### config.mk
export PLATFORM = sky130hd
export DESIGN_NAME = dc1_xbit_scrub_flat
export DESIGN_NICKNAME = d
export VERILOG_FILES = /design/src/rtl/dc1_xbit_scrub_pkg.sv /design/src/rtl/dc1_xbit_scrub_if.sv /design/src/rtl/dc1_xbit_lane_chk.sv /design/src/rtl/dc1_xbit_scrub.sv /design/src/flat_wrapper.sv
export SDC_FILE = /design/constraint.sdc
export NUM_CORES = 1
export LEC_CHECK = 0
export BUFFER_PORTS_ARGS = -buffer_cell sky130_fd_sc_hd__clkbuf_2
export CAP_MARGIN = 20
export CELL_PAD_IN_SITES_DETAIL_PLACEMENT = 0
export CELL_PAD_IN_SITES_GLOBAL_PLACEMENT = 1
export CORE_ASPECT_RATIO = 1.4
export CORE_MARGIN = 1
export CORE_UTILIZATION = 35
export CTS_CLUSTER_DIAMETER = 40
export CTS_CLUSTER_SIZE = 20
export DETAILED_ROUTE_END_ITERATION = 8
export PLACE_DENSITY = 0.88
export SLEW_MARGIN = 25
export SYNTH_ARGS = -nofsm -noshare
export SYNTH_HDL_FRONTEND = slang
export SYNTH_SLANG_ARGS = --single-unit
### constraint.sdc
create_clock -name clk -period 2.9 [get_ports clk]
set_input_delay 0.58 -clock clk [delete_from_list [all_inputs] [get_ports clk]]
set_output_delay 0.58 -clock clk [all_outputs]
set_load 0.01 [all_outputs]
### src/rtl/dc1_xbit_scrub_pkg.sv
// dc1_xbit_pkg: shared definitions for the L1 data-cache xbit array.
//   - word geometry: 36-bit word = four 9-bit lanes {parity, data[7:0]},
//     lane i occupies bits [9i+8:9i], even parity (parity = ^data)
//   - scrub FSM state encoding
//   - lane check / lane fix / lane encode helpers, shared by the scrubber
//     and the writer-side encoder so both agree on the lane layout
package dc1_xbit_pkg;

  localparam int unsigned XBIT_WORD_W = 36;
  localparam int unsigned XBIT_LANE_W = 9;
  localparam int unsigned XBIT_LANES  = 4;

  typedef enum logic [2:0] {
    IDLE,
    RD,
    WT,
    CHK,
    FIX,
    NXT
  } scrub_state_e;

  // Parity over all nine bits of a lane is zero for a good lane.
  function automatic logic [XBIT_LANES-1:0] xbit_lane_bad(
    input logic [XBIT_WORD_W-1:0] word
  );
    logic [XBIT_LANES-1:0] bad;
    bad = '0;
    for (int unsigned i = 0; i < XBIT_LANES; i++) begin
      bad[i] = ^word[i*XBIT_LANE_W +: XBIT_LANE_W];
    end
    return bad;
  endfunction

  // Replace every masked lane with 9'b0 (data 0, parity 0 is parity-correct).
  function automatic logic [XBIT_WORD_W-1:0] xbit_fix(
    input logic [XBIT_WORD_W-1:0] word,
    input logic [XBIT_LANES-1:0]  mask
  );
    logic [XBIT_WORD_W-1:0] fixed;
    fixed = word;
    for (int unsigned i = 0; i < XBIT_LANES; i++) begin
      if (mask[i]) begin
        fixed[i*XBIT_LANE_W +: XBIT_LANE_W] = '0;
      end
    end
    return fixed;
  endfunction

  // Writer-side encoder: 32 data bits to a parity-protected 36-bit word.
  function automatic logic [XBIT_WORD_W-1:0] xbit_encode(
    input logic [31:0] data
  );
    logic [XBIT_WORD_W-1:0] word;
    word = '0;
    for (int unsigned i = 0; i < XBIT_LANES; i++) begin
      word[i*XBIT_LANE_W +: XBIT_LANE_W] = {^data[i*8 +: 8], data[i*8 +: 8]};
    end
    return word;
  endfunction

endpackage

### src/rtl/dc1_xbit_scrub_if.sv
// dc1_xbit_scrub_if: scrubber <-> xbit array arbiter port bundle.
//   read  : rd_req, rd_addr (to array), rd_gnt, rd_data (from array);
//           rd_data is valid exactly one cycle after rd_req & rd_gnt
//   write : wr_req, wr_addr, wr_data (to array), wr_gnt (from array)
// Modports: master = scrubber side, slave = array/arbiter side.
interface dc1_xbit_scrub_if
  import dc1_xbit_pkg::*;
#(
  parameter int unsigned ADDR_WIDTH = 5
);

  logic                   rd_req;
  logic [ADDR_WIDTH-1:0]  rd_addr;
  logic                   rd_gnt;
  logic [XBIT_WORD_W-1:0] rd_data;

  logic                   wr_req;
  logic [ADDR_WIDTH-1:0]  wr_addr;
  logic [XBIT_WORD_W-1:0] wr_data;
  logic                   wr_gnt;

  modport master (
    output rd_req, rd_addr,
    input  rd_gnt, rd_data,
    output wr_req, wr_addr, wr_data,
    input  wr_gnt
  );

  modport slave (
    input  rd_req, rd_addr,
    output rd_gnt, rd_data,
    input  wr_req, wr_addr, wr_data,
    output wr_gnt
  );

endinterface

### src/rtl/dc1_xbit_lane_chk.sv
// dc1_xbit_lane_chk: combinational lane checker for one xbit word.
//   word     in  36  array word, four {parity, data[7:0]} lanes
//   lane_bad out 4   bit i set when lane [9i+8:9i] fails even parity
module dc1_xbit_lane_chk
  import dc1_xbit_pkg::*;
(
  input  logic [XBIT_WORD_W-1:0] word,
  output logic [XBIT_LANES-1:0]  lane_bad
);

  assign lane_bad = xbit_lane_bad(word);

endmodule

### src/rtl/dc1_xbit_scrub.sv
// dc1_xbit_scrub: background parity checker/scrubber for the L1 D-cache
// xbit array. A start pulse walks every index through the shared read port,
// checks all four lanes and reports failing lanes. Optionally rewrites the
// failing lanes as zero through the shared write port.
//
// Build option: define DC1_XBIT_SCRUB_FIX_EN to compile in the correction
// write (FIX state). Undefined: report-only, write port tied to zero.
//
// Ports:
//   clk, rst                 clock, synchronous active-high reset
//   start                    one-cycle pulse, accepted only when idle
//   busy                     high while a pass is in progress
//   done                     one-cycle pulse after the last index
//   arr (master)             array read/write request port
//   snp_wr_en, snp_wr_addr   functional-write snoop; a hit on the index in
//                            flight makes the captured data stale
//   err_valid                one-cycle pulse per failing index
//   err_addr, err_lanes      index and failing-lane mask of that error
//   err_count                errors this pass, saturating
module dc1_xbit_scrub
  import dc1_xbit_pkg::*;
#(
  parameter int unsigned ADDR_WIDTH = 5,
  parameter int unsigned ADDR_COUNT = 32,
  parameter int unsigned CNT_W      = 8
) (
  input  logic                  clk,
  input  logic                  rst,
  input  logic                  start,
  output logic                  busy,
  output logic                  done,
  dc1_xbit_scrub_if.master      arr,
  input  logic                  snp_wr_en,
  input  logic [ADDR_WIDTH-1:0] snp_wr_addr,
  output logic                  err_valid,
  output logic [ADDR_WIDTH-1:0] err_addr,
  output logic [XBIT_LANES-1:0] err_lanes,
  output logic [CNT_W-1:0]      err_count
);

  localparam logic [ADDR_WIDTH-1:0] LAST_IDX = ADDR_WIDTH'(ADDR_COUNT - 1);

  scrub_state_e           state;
  scrub_state_e           state_n;
  logic [ADDR_WIDTH-1:0]  idx;
  logic [XBIT_WORD_W-1:0] word;
  logic [XBIT_LANES-1:0]  lane_bad;
  logic                   cancel;
  logic                   cancel_set;
  logic                   snp_hit;
  logic                   last_idx;
  logic                   chk_err;

  dc1_xbit_lane_chk u_lane_chk (
    .word     (word),
    .lane_bad (lane_bad)
  );

  assign snp_hit  = snp_wr_en && (snp_wr_addr == idx);
  assign last_idx = (idx == LAST_IDX);
  // A snoop landing in CHK itself also makes the captured word stale.
  assign chk_err  = (state == CHK) && (|lane_bad) && !cancel && !snp_hit;

  always_ff @(posedge clk) begin
    if (rst) begin
      state <= IDLE;
    end else begin
      state <= state_n;
    end
  end

  always_comb begin
    state_n    = state;
    cancel_set = 1'b0;
    case (state)
      IDLE: begin
        if (start) state_n = RD;
      end
      RD: begin
        if (arr.rd_gnt) begin
          state_n    = WT;
          cancel_set = snp_hit;
        end
      end
      WT: begin
        state_n    = CHK;
        cancel_set = snp_hit;
      end
      CHK: begin
        if (cancel || snp_hit) begin
          state_n = RD;
`ifdef DC1_XBIT_SCRUB_FIX_EN
        end else if (|lane_bad) begin
          state_n = FIX;
`endif
        end else begin
          state_n = NXT;
        end
      end
`ifdef DC1_XBIT_SCRUB_FIX_EN
      FIX: begin
        // A granted write wins over a same-cycle snoop; an ungranted write
        // is abandoned and the index re-read.
        if (arr.wr_gnt) begin
          state_n = NXT;
        end else if (snp_hit) begin
          state_n = RD;
        end
      end
`endif
      NXT: begin
        state_n = last_idx ? IDLE : RD;
      end
      default: state_n = IDLE;
    endcase
  end

  always_ff @(posedge clk) begin
    if (rst) begin
      idx       <= '0;
      word      <= '0;
      cancel    <= 1'b0;
      done      <= 1'b0;
      err_valid <= 1'b0;
      err_addr  <= '0;
      err_lanes <= '0;
      err_count <= '0;
    end else begin
      done      <= (state == NXT) && last_idx;
      err_valid <= chk_err;

      if ((state == IDLE) && start) begin
        idx       <= '0;
        err_count <= '0;
      end else if (state == NXT) begin
        idx <= last_idx ? '0 : idx + 1'b1;
      end

      if (state == WT) word <= arr.rd_data;

      // Cleared on every RD entry so a re-read starts with fresh data.
      if (state_n == RD) begin
        cancel <= 1'b0;
      end else if (cancel_set) begin
        cancel <= 1'b1;
      end

      if (chk_err) begin
        err_addr  <= idx;
        err_lanes <= lane_bad;
        if (err_count != '1) err_count <= err_count + 1'b1;
      end
    end
  end

  assign busy        = (state != IDLE);
  assign arr.rd_req  = (state == RD);
  assign arr.rd_addr = idx;

`ifdef DC1_XBIT_SCRUB_FIX_EN
  assign arr.wr_req  = (state == FIX);
  assign arr.wr_addr = (state == FIX) ? idx : '0;
  assign arr.wr_data = (state == FIX) ? xbit_fix(word, lane_bad) : '0;
`else
  logic unused_wr_gnt;
  assign unused_wr_gnt = arr.wr_gnt;
  assign arr.wr_req    = 1'b0;
  assign arr.wr_addr   = '0;
  assign arr.wr_data   = '0;
`endif

endmodule

### src/flat_wrapper.sv
// flat-port wrapper written by rule: the top's interface ports become plain ports
module dc1_xbit_scrub_flat import dc1_xbit_pkg::*;
#(
  parameter int unsigned ADDR_WIDTH = 5,
  parameter int unsigned ADDR_COUNT = 32,
  parameter int unsigned CNT_W      = 8
)
  (clk, rst, start, busy, done, snp_wr_en, snp_wr_addr, err_valid, err_addr, err_lanes, err_count, arr_rd_req, arr_rd_addr, arr_rd_gnt, arr_rd_data, arr_wr_req, arr_wr_addr, arr_wr_data, arr_wr_gnt);
  dc1_xbit_scrub_if #(.ADDR_WIDTH(ADDR_WIDTH)) arr_i ();
  input  logic clk;
  input  logic rst;
  input  logic start;
  output logic busy;
  output logic done;
  input  logic snp_wr_en;
  input  logic [ADDR_WIDTH-1:0] snp_wr_addr;
  output logic err_valid;
  output logic [ADDR_WIDTH-1:0] err_addr;
  output logic [XBIT_LANES-1:0] err_lanes;
  output logic [CNT_W-1:0] err_count;
  output wire logic [$bits(arr_i.rd_req)-1:0] arr_rd_req;
  output wire logic [$bits(arr_i.rd_addr)-1:0] arr_rd_addr;
  input wire logic [$bits(arr_i.rd_gnt)-1:0] arr_rd_gnt;
  input wire logic [$bits(arr_i.rd_data)-1:0] arr_rd_data;
  output wire logic [$bits(arr_i.wr_req)-1:0] arr_wr_req;
  output wire logic [$bits(arr_i.wr_addr)-1:0] arr_wr_addr;
  output wire logic [$bits(arr_i.wr_data)-1:0] arr_wr_data;
  input wire logic [$bits(arr_i.wr_gnt)-1:0] arr_wr_gnt;
  assign arr_rd_req = arr_i.rd_req;
  assign arr_rd_addr = arr_i.rd_addr;
  assign arr_i.rd_gnt = arr_rd_gnt;
  assign arr_i.rd_data = arr_rd_data;
  assign arr_wr_req = arr_i.wr_req;
  assign arr_wr_addr = arr_i.wr_addr;
  assign arr_wr_data = arr_i.wr_data;
  assign arr_i.wr_gnt = arr_wr_gnt;
  dc1_xbit_scrub #(.ADDR_WIDTH(ADDR_WIDTH), .ADDR_COUNT(ADDR_COUNT), .CNT_W(CNT_W)) u_core (.clk(clk), .rst(rst), .start(start), .busy(busy), .done(done), .arr(arr_i), .snp_wr_en(snp_wr_en), .snp_wr_addr(snp_wr_addr), .err_valid(err_valid), .err_addr(err_addr), .err_lanes(err_lanes), .err_count(err_count));
endmodule
==> results.sh <==
export IMPL_status="completed"
export IMPL_fin_util_pct=43.13
export IMPL_dpl_cell_area_sq_mm=0.003467
export IMPL_hold_buffers=0
export IMPL_dieArea_sq_mm=0.009485
export IMPL_mostFrequentLayoutCell="nand2_1"
export IMPL_antenna_found_initial=0
export IMPL_setup_viol=0
export IMPL_hold_path_depth=2
export IMPL_crit_chain="xor2_1 -> nor4_1 -> a31oi_1 -> o41a_1 -> a21oi_2 -> a221o_1"
export IMPL_grt_pass1_wl_um=10580
export IMPL_slew_viol_final=0
export IMPL_fin_crit_ns=2.341
export IMPL_min_delay_path_class="reg -> reg"
export IMPL_finalWeightedCongestion=0.8188
export IMPL_rows=40
export IMPL_rr_startpoint="u_core.arr.rd_addr[0]"
export IMPL_syn_avg_cell_area_sq_um=8.225
export IMPL_yosysWarnings=0
export IMPL_cts_buffer_depth=2
export IMPL_p_leak_nw=1.617
export IMPL_grtUsageTotal_pct=14.90
export IMPL_reg2reg_depth=6
export IMPL_maxCapViolations=0
export IMPL_grt_max_degree=33
export IMPL_fin_cells=565
export IMPL_power_density_mw_per_mm2=587.4
export IMPL_cts_sinks=64
export IMPL_cts_buffers=9
export IMPL_rsz0062_at_grt="no"
export IMPL_synth_seq_area_share_pct=40.25
export IMPL_worst_ep_required_time_ns=3.11
export IMPL_fmax_mhz=427.1
export IMPL_area_growth_synth_to_final_pct=18.00
export IMPL_critPathCaptureType="flop"
export IMPL_drive_above_1_share_pct=20.87
export IMPL_placedCellCount=550
export IMPL_vdd_drop_max_mv=0.3085
export IMPL_die_height_um=114.8
export IMPL_first_pass_iters=4
export IMPL_dieWidth_um=82.60
export IMPL_synthCells=387
export IMPL_hpwl_um=4829
export IMPL_tns_ns=0
export IMPL_route_detailed_drc=0
export IMPL_synth_seq_cells=64
export IMPL_pre_cts_ws_ns=0.4309
export IMPL_ioPinCount=115
export IMPL_post_route_cell_area_sq_mm=0.003756
export IMPL_post_drt_wl_per_cell_um=11.44
export IMPL_skew_ns=0.006485
export IMPL_cts_tree="built"
export IMPL_hold_path_startpoint="u_core.err_addr[3]"
export IMPL_start_util_pct=36.55
export IMPL_synth_area_sq_mm=0.003183
export IMPL_crit_path_max_fanout=8
export IMPL_cp_slowest_cell="a31oi_1"
export IMPL_worst_pin_slew_ns=0.7633
export IMPL_grt_overflow=0
export IMPL_period_share_pct=80.73
export IMPL_post_cts_resized=0
export IMPL_htree_levels=3
export IMPL_first_global_vias=2417
export IMPL_antenna_cells=0
export IMPL_nets=506
export IMPL_post_cts_setup_buffers=0
export IMPL_final_cell_mix="nand2_1, clkbuf_2, dfxtp_1"
export IMPL_finalHoldViolations=0
export IMPL_holdPathEnd="u_core.err_addr[3]"
export IMPL_io_buffers=71
export IMPL_slew_limit_headroom_pct=48.87
export IMPL_cts_clk_slew_worst_paths_ns=0.05
export IMPL_critPathKind="reg -> reg"
export IMPL_coreArea_sq_mm=0.008708
export IMPL_routed_via_density=4.680
export IMPL_drt_initial_drc_count=63
export IMPL_cts_root_buf="clkbuf_16"
export IMPL_r2r_slack_ns=0.56
export IMPL_reg2reg_to="u_core.err_count[2]"
export IMPL_wl_um=6462
export IMPL_setup_ws_ns=0.5588
export IMPL_clkLatencyLatePin_ns=0.33
export IMPL_cp_arrival_ns=2.55
export IMPL_synth_distinct_cells=41
export IMPL_crit_path_start_kind="flop"
export IMPL_dr_total_vias=2644
export IMPL_antenna_left=0
export IMPL_fillers=915
export IMPL_max_stage_delay_ns=0.60
layout make-up:
cell class | count | area (sq um) | share of cell area, %
multi-input cells | 300 | 1643 | 43.74
repair buffers | 76 | 392.9 | 10.46
well taps | 105 | 131.4 | 3.498
inverters | 5 | 18.77 | 0.4997
clock inverters | 3 | 42.54 | 1.133
flip-flops and latches | 64 | 1281 | 34.11
clock buffers | 12 | 246.5 | 6.562
critical path, delay by kind of cell (launching register included):
kind / cells / cell delay [ns]
AO/OA/AOI/OAI: 4 / 1.45
XOR/XNOR: 1 / 0.17
flip-flops: 1 / 0.50
AND/OR/NAND/NOR: 1 / 0.09
flip-flops by register name (all words and copies together), names as in the netlist:
name	count
u_core.word	36
u_core.state	3
u_core.arr.rd_addr	5
u_core.err_valid	1
u_core.err_lanes	4
u_core.err_count	8
u_core.cancel	1
u_core.done	1
u_core.err_addr	5
metal layers:
layer,global-route usage [%],up-vias,wire length [um]
li1,-,1337,-
met1,15.36,1202,2538
met2,26.17,90,3376
met3,3.810,15,365
met4,9.425,0,182
met5,0,-,0
cell usage after synthesis:
master,count,area (sq um)
nand2_1,98,367.9
dfxtp_1,64,1281
a21oi_1,55,275.3
buf_4,42,315.3
xnor2_1,21,183.9
clkbuf_1,15,56.30
nand3_1,12,60.06
nor2_1,11,41.29
xor2_1,10,87.58
inv_1,5,18.77
and3_1,4,25.02
o21ai_0,4,20.02
and2_1,3,18.77
ha_1,3,37.54
o211ai_1,3,22.52
xnor3_1,3,67.56
a31oi_1,2,12.51
a32o_1,2,20.02
buf_6,2,22.52
nand2b_1,2,12.51
nand4_1,2,12.51
nor3_1,2,10.01
nor3b_1,2,15.01
nor4_1,2,12.51
o21ai_1,2,10.01
a211oi_1,1,7.510
a21oi_2,1,8.760
a221o_1,1,10.01
a22oi_1,1,7.510
conb_1,1,3.750
mux2_2,1,11.26
nor2b_1,1,6.260
nor3_2,1,10.01
o22ai_1,1,6.260
o311ai_0,1,8.760
o41a_1,1,11.26
o41ai_4,1,27.53
or4_1,1,7.510
or4b_2,1,10.01
xnor2_2,1,16.27
xnor3_2,1,23.77
kinds of logic after synthesis:
family / share of synthesized area, %
AND/OR/NAND/NOR: 19.14
AO/OA/AOI/OAI: 14.07
flip-flops: 40.25
buffers and inverters: 12.97
XOR/XNOR: 11.91
adder cells (fa/ha/maj): 1.179
other: 0.1178
multiplexers: 0.3537
how the worst max path moves through the flow:
stage | from | end | slack [ns]
final | u_core.arr.rd_addr[0] | u_core.err_count[2] | 0.56
after global routing | u_core.arr.rd_addr[0] | u_core.err_addr[4] | 0.27
after CTS | u_core.arr.rd_addr[0] | u_core.err_count[2] | 0.56
after detailed placement | snp_wr_addr[4] | u_core.err_count[2] | 0.43
after global placement | snp_wr_addr[0] | u_core.err_count[2] | 0.47
after floorplan | u_core.word[35] | u_core.err_count[2] | 0.85
per-stage QoR:
step	hold slack, ns	total power [mW]
after global placement	0.4459	1.181
final	0.4566	2.206
after floorplan	0.4478	1.156
after detailed placement	0.4492	1.186
after global routing	0.4704	2.306
after CTS	0.4564	2.236
power by group:
| group | switching, mW | internal [mW] | total (mW) |
|---|---|---|---|
| Combinational | 0.148 | 0.0978 | 0.246 |
| Sequential | 0.0167 | 0.903 | 0.920 |
| Clock | 0.359 | 0.681 | 1.04 |
Power figures use the tool's default switching activity.
